<file path="src/rtl/bus_arbiter.sv">
// rtl/bus_arbiter.sv - two-master round-robin bus arbiter with hold limit and turnaround gap
module bus_arbiter #(
  parameter int MAX_HOLD   = 16,
  parameter int TURNAROUND = 2
) (
  input  logic clk,
  input  logic rst,
  input  logic req1,
  input  logic req2,
  output logic grant1,
  output logic grant2,
  output logic master_select,
  output logic bus_busy,
  output logic preempt
);

  localparam int HW = $clog2(MAX_HOLD + 1);
  localparam int TW = $clog2(TURNAROUND + 1);
  localparam logic [HW-1:0] HOLD_LAST = HW'(MAX_HOLD - 1);
  localparam logic [TW-1:0] TURN_LAST = TW'(TURNAROUND - 1);

  typedef enum logic [1:0] {IDLE, GRANT1, GRANT2, TURN} state_e;

  state_e        state_q, state_d;
  logic [HW-1:0] hold_cnt_q, hold_cnt_d;
  logic [TW-1:0] turn_cnt_q, turn_cnt_d;
  logic          last_owner_q, last_owner_d;  // 1 = master1 owned last
  logic          grant1_q, grant1_d;
  logic          grant2_q, grant2_d;
  logic          select_q, select_d;
  logic          busy_q, busy_d;
  logic          preempt_q, preempt_d;
  logic          own_req, other_req;

  always_ff @(posedge clk) begin
    if (rst) begin
      state_q      <= IDLE;
      hold_cnt_q   <= '0;
      turn_cnt_q   <= '0;
      last_owner_q <= 1'b0;
      grant1_q     <= 1'b0;
      grant2_q     <= 1'b0;
      select_q     <= 1'b1;
      busy_q       <= 1'b0;
      preempt_q    <= 1'b0;
    end else begin
      state_q      <= state_d;
      hold_cnt_q   <= hold_cnt_d;
      turn_cnt_q   <= turn_cnt_d;
      last_owner_q <= last_owner_d;
      grant1_q     <= grant1_d;
      grant2_q     <= grant2_d;
      select_q     <= select_d;
      busy_q       <= busy_d;
      preempt_q    <= preempt_d;
    end
  end

  always_comb begin
    state_d      = state_q;
    hold_cnt_d   = hold_cnt_q;
    turn_cnt_d   = turn_cnt_q;
    last_owner_d = last_owner_q;
    select_d     = select_q;
    preempt_d    = 1'b0;
    own_req      = (state_q == GRANT1) ? req1 : req2;
    other_req    = (state_q == GRANT1) ? req2 : req1;

    case (state_q)
      IDLE: begin
        if (req1 && (!req2 || !last_owner_q)) begin
          state_d      = GRANT1;
          last_owner_d = 1'b1;
          hold_cnt_d   = '0;
          select_d     = 1'b1;
        end else if (req2) begin
          state_d      = GRANT2;
          last_owner_d = 1'b0;
          hold_cnt_d   = '0;
          select_d     = 1'b0;
        end
      end
      GRANT1, GRANT2: begin
        // A release on the expiry edge wins over the preemption
        if (!own_req) begin
          state_d    = TURN;
          turn_cnt_d = '0;
        end else if (other_req && hold_cnt_q == HOLD_LAST) begin
          state_d    = TURN;
          turn_cnt_d = '0;
          preempt_d  = 1'b1;
        end else if (other_req) begin
          hold_cnt_d = hold_cnt_q + HW'(1);
        end
      end
      TURN: begin
        if (turn_cnt_q == TURN_LAST) state_d = IDLE;
        else                         turn_cnt_d = turn_cnt_q + TW'(1);
      end
      default: state_d = IDLE;
    endcase

    grant1_d = (state_d == GRANT1);
    grant2_d = (state_d == GRANT2);
    busy_d   = (state_d != IDLE);
  end

  assign grant1        = grant1_q;
  assign grant2        = grant2_q;
  assign master_select = select_q;
  assign bus_busy      = busy_q;
  assign preempt       = preempt_q;

endmodule

</file>
<file path="config.mk">
export PLATFORM = sky130hd
export DESIGN_NAME = bus_arbiter
export DESIGN_NICKNAME = d
export VERILOG_FILES = /design/src/rtl/bus_arbiter.sv
export SDC_FILE = /design/constraint.sdc
export NUM_CORES = 1
export LEC_CHECK = 0
export ABC_AREA = 1
export CAP_MARGIN = 40
export CORE_MARGIN = 2
export CORE_UTILIZATION = 35
export CTS_CLUSTER_SIZE = 40
export DETAILED_ROUTE_END_ITERATION = 8
export GPL_ROUTABILITY_DRIVEN = 0
export PLACE_DENSITY = 0.66
export SETUP_SLACK_MARGIN = 0.4
export SLEW_MARGIN = 20
export SYNTH_ARGS = -nofsm -noshare
export SYNTH_HDL_FRONTEND = slang
export SYNTH_SLANG_ARGS = --single-unit
</file>
<file path="constraint.sdc">
create_clock -name clk -period 2.14 [get_ports clk]
set_clock_uncertainty 0.1 [all_clocks]
set_input_delay 0.321 -clock clk [delete_from_list [all_inputs] [get_ports clk]]
set_output_delay 0.321 -clock clk [all_outputs]
set_load 0.01 [all_outputs]
</file>
==> run_results.csv, run 1 <==
group,metric,value,unit
hold_path,hold_path_class,"reg2reg",
yosys,synth_area,865.8,sq um
run_status,status,"complete, no violations",
routing,antenna_left,0,
clock_tree,clock_path_buffers,2,
timing,finalCriticalPeriod,1.613,ns
setup_path,worstPathArrival,1.71,ns
yosys,synth_largest_area_cell,"dfxtp_1",
setup_path,startpoint_type,"flop",
yosys,synth.area.top_cells,"dfxtp_1 35%, nand2_1 16%, inv_1 9.5%",
yosys,synth-seq-area-share,0.3468,
routing,drc,0,
grt,grt_pass1_vias,704,
cells_and_area,fillers,252,
setup_path,crit_top_cell,"nand2_1",
floorplan,die_h,53.74,um
clock_tree,insertion_delay,0.29,ns
job,drv_cap,0,
setup_path,slowest_stage,"dfxtp_2",
routing,wl,1.659,mm
place,numPortBuffers,8,
floorplan,die_w,53.74,um
clock_tree,clock-root-buffer,"clkbuf_4",
yosys,synth_top_area_share,0.3468,
timing,finalSetupViolCount,0,
grt,track_usage,0.1337,
routing,drtPass1Iterations,4,
cells_and_area,final_common_cell,"nand2_1",
clock_tree,numCtsBuffers,3,
power_and_ir_drop,fin_total_pwr,0.001482,W
floorplan,io_pins,9,
yosys,avgSynthCellArea,6.872,sq um
floorplan,die_area,0.002887,sq mm
grt,grt_overflow,0,
place,post-place-ws,0.3953,ns
yosys,ys_ff_latch,15,
setup_path,path_max_fanout,5,
floorplan,num_rows,18,
clock_tree,clock_sinks,15,
cells_and_area,nets,149,
timing,tightest_slew,0.2617,ns
grt,grt_max_degree,9,
setup_path,end_kind,"flop",
clock_tree,clk_pin_slew_worst_paths,0.09,ns
cells_and_area,mostFrequentLayoutCells,"35 x nand2_1, 22 x inv_1, 13 x dfxtp_1",
floorplan,core,0.002410,sq mm
timing,period_share,0.7537,
cells_and_area,drive_above_1_share,0.1957,
yosys,synth.distinct_cells,20,
cells_and_area,area_growth,20.09,%
setup_path,criticalPathCategory,"reg2reg",
timing,relSlewSlack,0.8253,
timing,fmax,0.6200,GHz
timing,setup_slack,0.5271,ns
setup_path,cpLargestDelayFamily,"simple AND/OR/NAND/NOR gates",
grt,grt_pass1_wl,2.753,mm
clock_tree,cts_max_level,1,
power_and_ir_drop,power_density,1425,mW/mm^2
setup_path,critPathBufInv,1,
routing,wire_per_inst,9.875,um
grt,grt_antenna_before_repair,0,
floorplan,floorplan.initialDensity,0.3593,
timing,slew_viol_final,0,
yosys,syn_nets,136,
yosys,syn_inst,126,
clock_tree,cts_tree,"built",
timing,rsz0062_at_grt,"no",
place,dp_hpwl,1.305,mm
setup_path,cp_cell_sequence,"ha_1 -> nand2_1 -> nor2_1 -> ha_2 -> nor2_1 -> nand2_1 -> nand2_2 -> nand2_4 -> nand2_1 -> nand2_1 -> nand2_1 -> inv_1",
routing,vias,766,
yosys,synth.yosys.warnings,0,
timing,final-hold-violation-count,0,
clock_tree,postCtsHoldBufs,0,
routing,drtIter0Drc,10,
power_and_ir_drop,leakage,0.4877,nW
cells_and_area,antenna_cells,0,
timing,holdWs,0.3708,ns
routing,viasPerCell,4.560,
setup_path,slowest_delay,0.34,ns
timing,fin_setup_tns,0,ns
setup_path,cp.required,2.24,ns
power_and_ir_drop,peakVddDrop,0.0008876,V
## worst reg2reg max path, delay by kind of cell (launching register included)
family / cells / cell delay (ns)
buf+inv: 1 / 0.03
flops: 1 / 0.34
simple gates: 9 / 0.67
fa+ha+maj: 2 / 0.39
## metrics by stage
stage | util | instances | instance area (sq um)
after floorplan | - | 126 | 865.8
after global placement | 0.4060 | 163 | 978.4
after detailed placement | 0.4060 | 163 | 978.4
after CTS | 0.4169 | 167 | 1005
after global routing | 0.4315 | 168 | 1040
final | 0.4315 | 168 | 1040
## report_power, final
| part | leakage, nW | internal, W | switching (W) |
|---|---|---|---|
| Clock | 0.0150 | 0.0000726 | 0.0000918 |
| Combinational | 0.349 | 0.000365 | 0.000545 |
| Sequential | 0.124 | 0.000362 | 0.0000449 |
| Total | 0.488 | 0.000800 | 0.000682 |
## layer usage
layer  GRT usage  part of all wire
met1      0.1532              0.46
met5           0                 0
met4     0.06838             0.014
met3     0.05278             0.039
met2      0.2134              0.49
## final timing paths
| kind | start | to | slack (ns) | cells past startpoint |
|---|---|---|---|---|
| max reg2reg | hold_cnt_q[0] | hold_cnt_q[2] | 0.53 | 12 |
| min reg2reg | master_select | master_select | 0.37 | 2 |
| min | master_select | master_select | 0.37 | 2 |
| max | hold_cnt_q[0] | hold_cnt_q[2] | 0.53 | 12 |
## sequential cells by signal (all words and copies together), names as in the netlist
name and cells:
bus_busy 1, grant1 1, grant2 1, hold_cnt_q 5
last_owner_q 1, master_select 1, preempt 1, state_q 2
turn_cnt_q 2
## cell type report
| type | count | area (sq um) | share of cell area |
|---|---|---|---|
| timing repair buffer | 9 | 87.58 | 0.08424 |
| tap | 30 | 37.54 | 0.03610 |
| clock buffer | 4 | 26.28 | 0.02527 |
| inverter | 25 | 95.09 | 0.09146 |
| multi-input combinational | 85 | 490.5 | 0.4717 |
| sequential | 15 | 302.8 | 0.2912 |
## cells in the mapped netlist
cell	instances
ha_1	6
o21ai_2	1
buf_2	1
a31oi_1	1
nand3_1	4
nor3_1	3
inv_1	22
nand2_1	36
inv_2	2
nand2_2	5
o21ai_4	1
a21boi_2	1
o21ai_1	2
nor2_1	12
o21ai_0	1
nand2_4	1
a21oi_1	7
clkinv_2	1
dfxtp_1	15
nand3_2	4
## logic make-up after synthesis
logic type | Yosys count | share of synthesized area
adders and majority gates | 6 | 0.08670
buffers and inverters | 26 | 0.1156
AOI/OAI and AO/OA | 14 | 0.1069
and+or+nand+nor | 65 | 0.3439
DFF | 15 | 0.3468
## repair_timing
item	CTS	global route
buffers inserted	0	1
endpoints found under the setup margin	0	12
gates resized for setup	0	8
Power figures use the tool's default switching activity.
==> run 2, diff against run 1 <==
==> constraint.sdc (replaced) <==
create_clock -name clk -period 1.5 [get_ports clk]
set_clock_uncertainty 0.1 [all_clocks]
set_input_delay 0.225 -clock clk [delete_from_list [all_inputs] [get_ports clk]]
set_output_delay 0.225 -clock clk [all_outputs]
set_load 0.01 [all_outputs]
==> run_results.csv, run 2 (same netlist as run 1, synthesis figures left out) <==
group,metric,value,unit
grt,grt_max_degree,9,
floorplan,floorplan.initialDensity,0.3593,
grt,grtUsageMet1,0.1749,
grt,met3_usage,0.05833,
hold_path,min_from,"master_select",
routing,drc,0,
setup_path,slowest_stage,"dfxtp_4",
grt,grt_overflow,0,
setup_path,cp_cell_sequence,"ha_4 -> nand2_4 -> nor2_4 -> ha_4 -> nor2_2 -> nand2_1 -> nand2_2 -> nand2_4 -> clkinv_4 -> nand2_2 -> nand2_1 -> nor2_1",
power_and_ir_drop,leakage,0.6246,nW
setup_path,timing.rr.start,"hold_cnt_q[1]",
run_status,failed_checks,"setup timing",
grt,grt_pass1_wl,3.215,mm
routing,drtPass1Iterations,4,
floorplan,die_area,0.002887,sq mm
timing,tightest_slew,0.2983,ns
grt,track_usage,0.1567,
power_and_ir_drop,power.internal,0.001504,W
power_and_ir_drop,peakVddDrop,0.001526,V
floorplan,die_w,53.74,um
setup_path,cp.required,1.62,ns
power_and_ir_drop,comb_power_share,0.699,
grt,met2_usage,0.2846,
cells_and_area,largest_reg_flops,5,
setup_path,end_kind,"flop",
job,drv_cap,0,
cells_and_area,final_common_cell,"nand2_1",
timing,final-hold-violation-count,0,
place,numPortBuffers,8,
setup_path,startpoint_type,"flop",
place,post-place-ws,-0.1317,ns
cells_and_area,area_growth,56.50,%
grt,top_usage_layer,"met2",
setup_path,slowest_delay,0.37,ns
cells_and_area,final_cell_count_no_fill,185,
run_status,status,"complete, but fails checks",
cells_and_area,reg_top3,"hold_cnt_q (5), state_q (2), turn_cnt_q (2)",
clock_tree,insertion_delay,0.28,ns
cells_and_area,drive_above_1_share,0.5097,
clock_tree,clock_sinks,15,
clock_tree,cts_max_level,1,
cells_and_area,fin_area,0.001355,sq mm
floorplan,core,0.002410,sq mm
timing,holdWs,0.3694,ns
timing,relSlewSlack,0.8009,
routing,drtIter0Drc,8,
cells_and_area,top_register,"hold_cnt_q",
routing,wl,2.136,mm
clock_tree,postCtsHoldBufs,0,
routing,viasPerCell,4.519,
timing,setup_slack,-0.06466,ns
setup_path,path_max_fanout,5,
grt,grt_antenna_before_repair,0,
timing,finalSetupViolCount,6,
routing,vias,836,
routing,antenna_left,0,
cells_and_area,antenna_cells,0,
timing,rsz0062_at_grt,"yes",
hold_path,hold_path_class,"reg2reg",
clock_tree,clock-root-buffer,"clkbuf_4",
setup_path,worstReg2RegEnd,"hold_cnt_q[1]",
power_and_ir_drop,clkPwrFrac,0.081,
clock_tree,cts_tree,"built",
clock_tree,numCtsBuffers,3,
power_and_ir_drop,power_density,2078,mW/mm^2
place,dpl-instance-area,0.001126,sq mm
clock_tree,clk_pin_slew_worst_paths,0.09,ns
timing,fmax,0.6391,GHz
power_and_ir_drop,seqPwrFrac,0.221,
power_and_ir_drop,switching_power,0.001311,W
timing,finalCriticalPeriod,1.565,ns
cells_and_area,nets,166,
hold_path,whs_path_depth,2,
place,dp_hpwl,1.394,mm
setup_path,reg2reg_slack,-0.06,ns
setup_path,worstPathArrival,1.68,ns
floorplan,die_h,53.74,um
power_and_ir_drop,fin_total_pwr,0.002815,W
setup_path,reg2reg_depth,12,
floorplan,io_pins,9,
power_and_ir_drop,swShare,0.4657,
setup_path,criticalPathCategory,"reg2reg",
routing,wire_per_inst,11.55,um
timing,slew_viol_final,0,
hold_path,holdPathEnd,"master_select",
cells_and_area,mostFrequentLayoutCells,"24 x nand2_1, 19 x inv_1, 13 x nand2_2, 13 x buf_4",
clock_tree,clock_path_buffers,2,
grt,grt_pass1_vias,757,
floorplan,num_rows,18,
timing,period_share,1.043,
place,numPlacedInstances,173,
## run 2: cell types whose count changed in the layout (fill, tap and decap cells not counted), moves of 6 or more
cell	before	now
buf_4	1	13
buf_6	0	6
nand2_1	35	24
clkdlybuf4s50_1	8	2
nand2_2	6	13
## run 2: layout make-up
class	instances	area, sq um
Fill cell	237	1055
Tap cell	30	37.54
Clock buffer	4	26.28
Inverter	25	111.4
Timing Repair Buffer	26	214.0
Sequential cell	15	312.8
Multi-Input combinational cell	85	653.1
## run 2: power groups by stage
stage | clock network, W | registers, W | logic (W)
3_3_place_gp | 0 | 0.000602 | 0.00146
4_1_cts | 0.000241 | 0.000606 | 0.00168
5_1_grt | 0.000262 | 0.000634 | 0.00215
2_1_floorplan | 0 | 0.000618 | 0.00110
6_report | 0.000227 | 0.000622 | 0.00197
3_5_place_dp | 0 | 0.000608 | 0.00150
## run 2: worst max-delay path by stage
stage,from,endpoint,slack (ns),cells after the start
floorplan,hold_cnt_q[0],hold_cnt_q[2],0.07,12
global placement,req1,hold_cnt_q[2],-0.13,10
detailed placement,req2,bus_busy,-0.13,8
CTS,hold_cnt_q[0],hold_cnt_q[1],-0.06,12
global route,hold_cnt_q[1],hold_cnt_q[1],-0.15,12
finish,hold_cnt_q[1],hold_cnt_q[1],-0.06,12
## run 2: layer usage
layer / vias to the layer above / wire [um]
met5: - / 0
met4: 0 / 0
met3: 0 / 53
met2: 8 / 1202
met1: 381 / 881
li1: 447 / -
## run 2: critical path: cells and delay by family (launching register included)
kind | cells | cell delay, ns
fa+ha+maj | 2 | 0.31
buf+inv | 1 | 0.07
flops | 1 | 0.37
simple gates | 9 | 0.65
## run 2: what timing repair did
action	4_1_cts	5_1_grt
pin swaps	8	15
gates resized for setup	38	26
setup buffers	4	4
setup endpoints to repair	20	17
## run 2: per-stage QoR
stage	setup TNS [ns]	util
final	-0.2167	0.5623
after global routing	-1.026	0.5623
after CTS	-0.2401	0.5042
after detailed placement	-1.265	0.4673
after global placement	-1.125	0.4673
after floorplan	0	-
==> run 3, diff against run 2 <==
--- a/config.mk
+++ b/config.mk
@@ -7,8 +7,10 @@
 export LEC_CHECK = 0
 export ABC_AREA = 1
 export CAP_MARGIN = 40
+export CORE_ASPECT_RATIO = 1.5
 export CORE_MARGIN = 2
 export CORE_UTILIZATION = 35
+export CTS_CLUSTER_DIAMETER = 80
 export CTS_CLUSTER_SIZE = 40
 export DETAILED_ROUTE_END_ITERATION = 8
 export GPL_ROUTABILITY_DRIVEN = 0
==> run_results.csv, run 3 (same netlist as run 1, synthesis figures left out) <==
group,metric,value,unit
run_status,status,"complete, but fails checks",
run_status,failed_checks,"setup timing",
floorplan,io_pins,9,
setup_path,worstPathArrival,1.74,ns
place,post-place-ws,-0.1584,ns
timing,relSlewSlack,0.7807,
cells_and_area,top_register,"hold_cnt_q",
timing,fin_setup_tns,-0.7497,ns
routing,drtIter0Drc,13,
place,dp_hpwl,1.544,mm
grt,grt_max_degree,9,
hold_path,hold_path_class,"reg2reg",
cells_and_area,antenna_cells,0,
timing,period_share,1.069,
grt,grt_overflow,0,
grt,grt_pass1_vias,816,
cells_and_area,fin_area,0.001257,sq mm
floorplan,die_area,0.002896,sq mm
routing,drc,0,
cells_and_area,drive_above_1_share,0.4600,
setup_path,end_kind,"flop",
grt,track_usage,0.1564,
clock_tree,clk_pin_slew_worst_paths,0.10,ns
power_and_ir_drop,peakVddDrop,0.001074,V
grt,grt_antenna_before_repair,0,
clock_tree,clock-root-buffer,"clkbuf_4",
timing,finalSetupViolCount,13,
job,drv_cap,0,
cells_and_area,reg_top3,"hold_cnt_q (5), state_q (2), turn_cnt_q (2)",
clock_tree,postCtsHoldBufs,0,
clock_tree,numCtsBuffers,3,
routing,wl,2.020,mm
routing,drtPass1Iterations,3,
setup_path,cp.required,1.64,ns
place,numPortBuffers,8,
timing,finalCriticalPeriod,1.603,ns
floorplan,die_h,64.92,um
routing,vias,822,
power_and_ir_drop,leakage,0.5879,nW
floorplan,core,0.002395,sq mm
cells_and_area,final_common_cell,"nand2_1",
timing,final-hold-violation-count,0,
cells_and_area,nets,161,
clock_tree,cts_max_level,1,
clock_tree,insertion_delay,0.29,ns
grt,grt_pass1_wl,3.270,mm
cells_and_area,largest_reg_flops,5,
timing,tightest_slew,0.3286,ns
timing,rsz0062_at_grt,"yes",
routing,wire_per_inst,11.61,um
cells_and_area,area_growth,45.23,%
clock_tree,cts_tree,"built",
cells_and_area,mostFrequentLayoutCells,"25 x nand2_1, 18 x inv_1, 10 x nand2_2, 10 x dfxtp_1, 10 x buf_4",
clock_tree,clock_path_buffers,2,
floorplan,floorplan.initialDensity,0.3615,
timing,setup_slack,-0.1028,ns
setup_path,path_max_fanout,4,
timing,holdWs,0.3707,ns
setup_path,criticalPathCategory,"reg2reg",
floorplan,num_rows,22,
floorplan,die_w,44.61,um
place,dpl-instance-area,0.001096,sq mm
power_and_ir_drop,power_density,2101,mW/mm^2
setup_path,startpoint_type,"flop",
timing,slew_viol_final,0,
clock_tree,clock_sinks,15,
routing,viasPerCell,4.724,
routing,antenna_left,0,
timing,fmax,0.6239,GHz
## run 3: path summary, 6_finish.rpt
| check | cells past startpoint | slack [ns] | start | to |
|---|---|---|---|---|
| setup reg to reg | 11 | -0.10 | hold_cnt_q[0] | grant2 |
| hold reg to reg | 2 | 0.37 | master_select | master_select |
| hold / removal | 2 | 0.37 | master_select | master_select |
| setup / recovery | 11 | -0.10 | hold_cnt_q[0] | grant2 |
## run 3: cell type report
cell class / instances / area (sq um)
sequential: 15 / 309.0
inverter: 25 / 106.4
clock buffer: 4 / 26.28
timing repair buffer: 21 / 168.9
fill: 241 / 1137
tap: 24 / 30.03
multi-input combinational: 85 / 616.8
## run 3: per-layer routing
metal  track usage  vias to the layer above  share of wire
li1              -                      433              -
met1        0.1409                      373           0.37
met2        0.2971                        9           0.58
met3       0.01671                        7          0.011
met4        0.1136                        0          0.038
met5             0                        -              0
## run 3: critical path, stage by stage (launching register included)
cell and delay (ns):
dfxtp_2 0.37, ha_4 0.15, nand2_4 0.06, nor2_4 0.13
ha_4 0.15, buf_4 0.11, nand3_4 0.08, nand2_4 0.08
nand2_4 0.07, nand2_4 0.07, nand3_4 0.07, nor2_1 0.11
## run 3: repair_timing
action / 4_1_cts / 5_1_grt
setup buffers: 4 / 2
pin swaps: 6 / 11
setup endpoints to repair: 20 / 16
resized for setup: 30 / 23
## run 3: through the flow
step / utilization / power [W] / cells
2_1_floorplan: - / 0.001719 / 126
3_5_place_dp: 0.4577 / 0.002098 / 164
3_3_place_gp: 0.4577 / 0.002062 / 164
6_report: 0.5251 / 0.002642 / 174
4_1_cts: 0.4786 / 0.002443 / 172
5_1_grt: 0.5251 / 0.002869 / 174
## run 3: report_power, final
part	internal [W]	switching (W)	leakage, nW
clock	0.000104	0.000136	0.0150
sequential	0.000527	0.0000835	0.125
combinational	0.000768	0.00102	0.448
total	0.00140	0.00124	0.588
==> patch (settings of run 1) <==
Change the parameter `MAX_HOLD` from 16 to 32.
--- a/src/rtl/bus_arbiter.sv
+++ b/src/rtl/bus_arbiter.sv
@@ -1,6 +1,6 @@
 // rtl/bus_arbiter.sv - two-master round-robin bus arbiter with hold limit and turnaround gap
 module bus_arbiter #(
-  parameter int MAX_HOLD   = 16,
+  parameter int MAX_HOLD   = 32,
   parameter int TURNAROUND = 2
 ) (
   input  logic clk,
Behaviour: same outputs for any inputs over 10 cycles, from zero or initial values and one cycle with rst high; that may be too few to reach the edited logic, so the function may still have changed.
==> patch against run 1 <==
- first-iteration DRC count grew 30%
- die area grew 0.80%
- sequential cell count grew 1
- area after synthesis grew 0.87%
- setup slack lost 0.058 ns
- design area grew 7.1%
- wire length grew 18%
- non-clock buffer count grew 3
- power shrank 6.1%
==> patch: results (changes against run 1) <==
* FMAX at 598.5 MHz (-3.5%)
* DP HPWL at 1415 um (+8.5%)
* Drt total wl at 1962 um (+18%)
* Syn_nets at 126 (-7.4%)
* Post-synth cell types at 21 (+5.0%)
* Status: finished, final reports clean
* Cell Area, Placed at 994.7 um2 (+1.7%)
* Worst path arrival time at 1.76 ns (+0.05 ns)
* Synth Area in Compound Gates at 14.61% (+3.9 points)
* R2R Path Start: state_q[0]$_SDFF_PP0_
* Vias in the first global route at 726 (+3.1%)
* Critical Path End: hold_cnt_q[5]$_SDFFE_PP0P_
* Total track usage at 15.13% (+1.8 points)
* Syn Inst Count at 117 (-7.1%)
* Worst slew pin tran at 0.3396 ns (+0.07789 ns)
* R2r worst-path depth at 9 (-3)
* Synth Area in XOR/XNOR at 4.011% (+4.0 points)
* P_leak at 0.4676 nW (-4.1%)
* Crit Path Max Fanout at 8 (+3)
* Layout cells sized above 1 at 25.00% (+5.4 points)
* Synth Area in Adders at 7.163% (-1.5 points)
* Hold slack at 0.3668 ns (-0.004004 ns)
* Peak supply drop at 663.0 uV (-25%)
* Starting DRT DRC Count at 13 (+3)
* Largest stage delay, worst path at 0.38 ns (+0.04 ns)
* Most instantiated cells after synthesis: nand2_1, dfxtp_1, inv_1
* Cells taking the most area after synthesis: dfxtp_1, nand2_1, ha_1
* Vias at 787 (+2.7%)
==> patch: power by group <==
part	leakage [nW]	switching, mW	internal [mW]
Clock	0.0210	0.0972	0.104
Sequential	0.133	0.0476	0.378
Combinational	0.314	0.444	0.321
Total	0.468	0.588	0.803
==> patch: area by class of cell <==
cell class | count | area (um2)
timing repair buffer | 12 | 110.1
sequential | 16 | 329.1
multi-input combinational | 84 | 538.0
tap | 30 | 37.54
fill | 239 | 1296
inverter | 16 | 62.56
clock buffer | 4 | 36.28
==> patch: repair_timing <==
| item | CTS | global route |
|---|---|---|
| setup buffers | 0 | 3 |
| setup endpoints to repair | 13 | 13 |
| pin swaps | 0 | 2 |
| resized for setup | 5 | 11 |
==> patch: tightest hold or removal path, cell delays in order (launching register included) <==
cell	delay, ns
dfxtp_1	0.31
inv_1	0.06
a21oi_1	0.06
==> patch: metal layers <==
layer,vias up,global-route usage (%),share of wire (%)
li1,408,-,-
met1,367,16.75,43
met2,10,26.83,52
met3,2,5.556,3.5
met4,0,4.274,0.51
met5,-,0,0
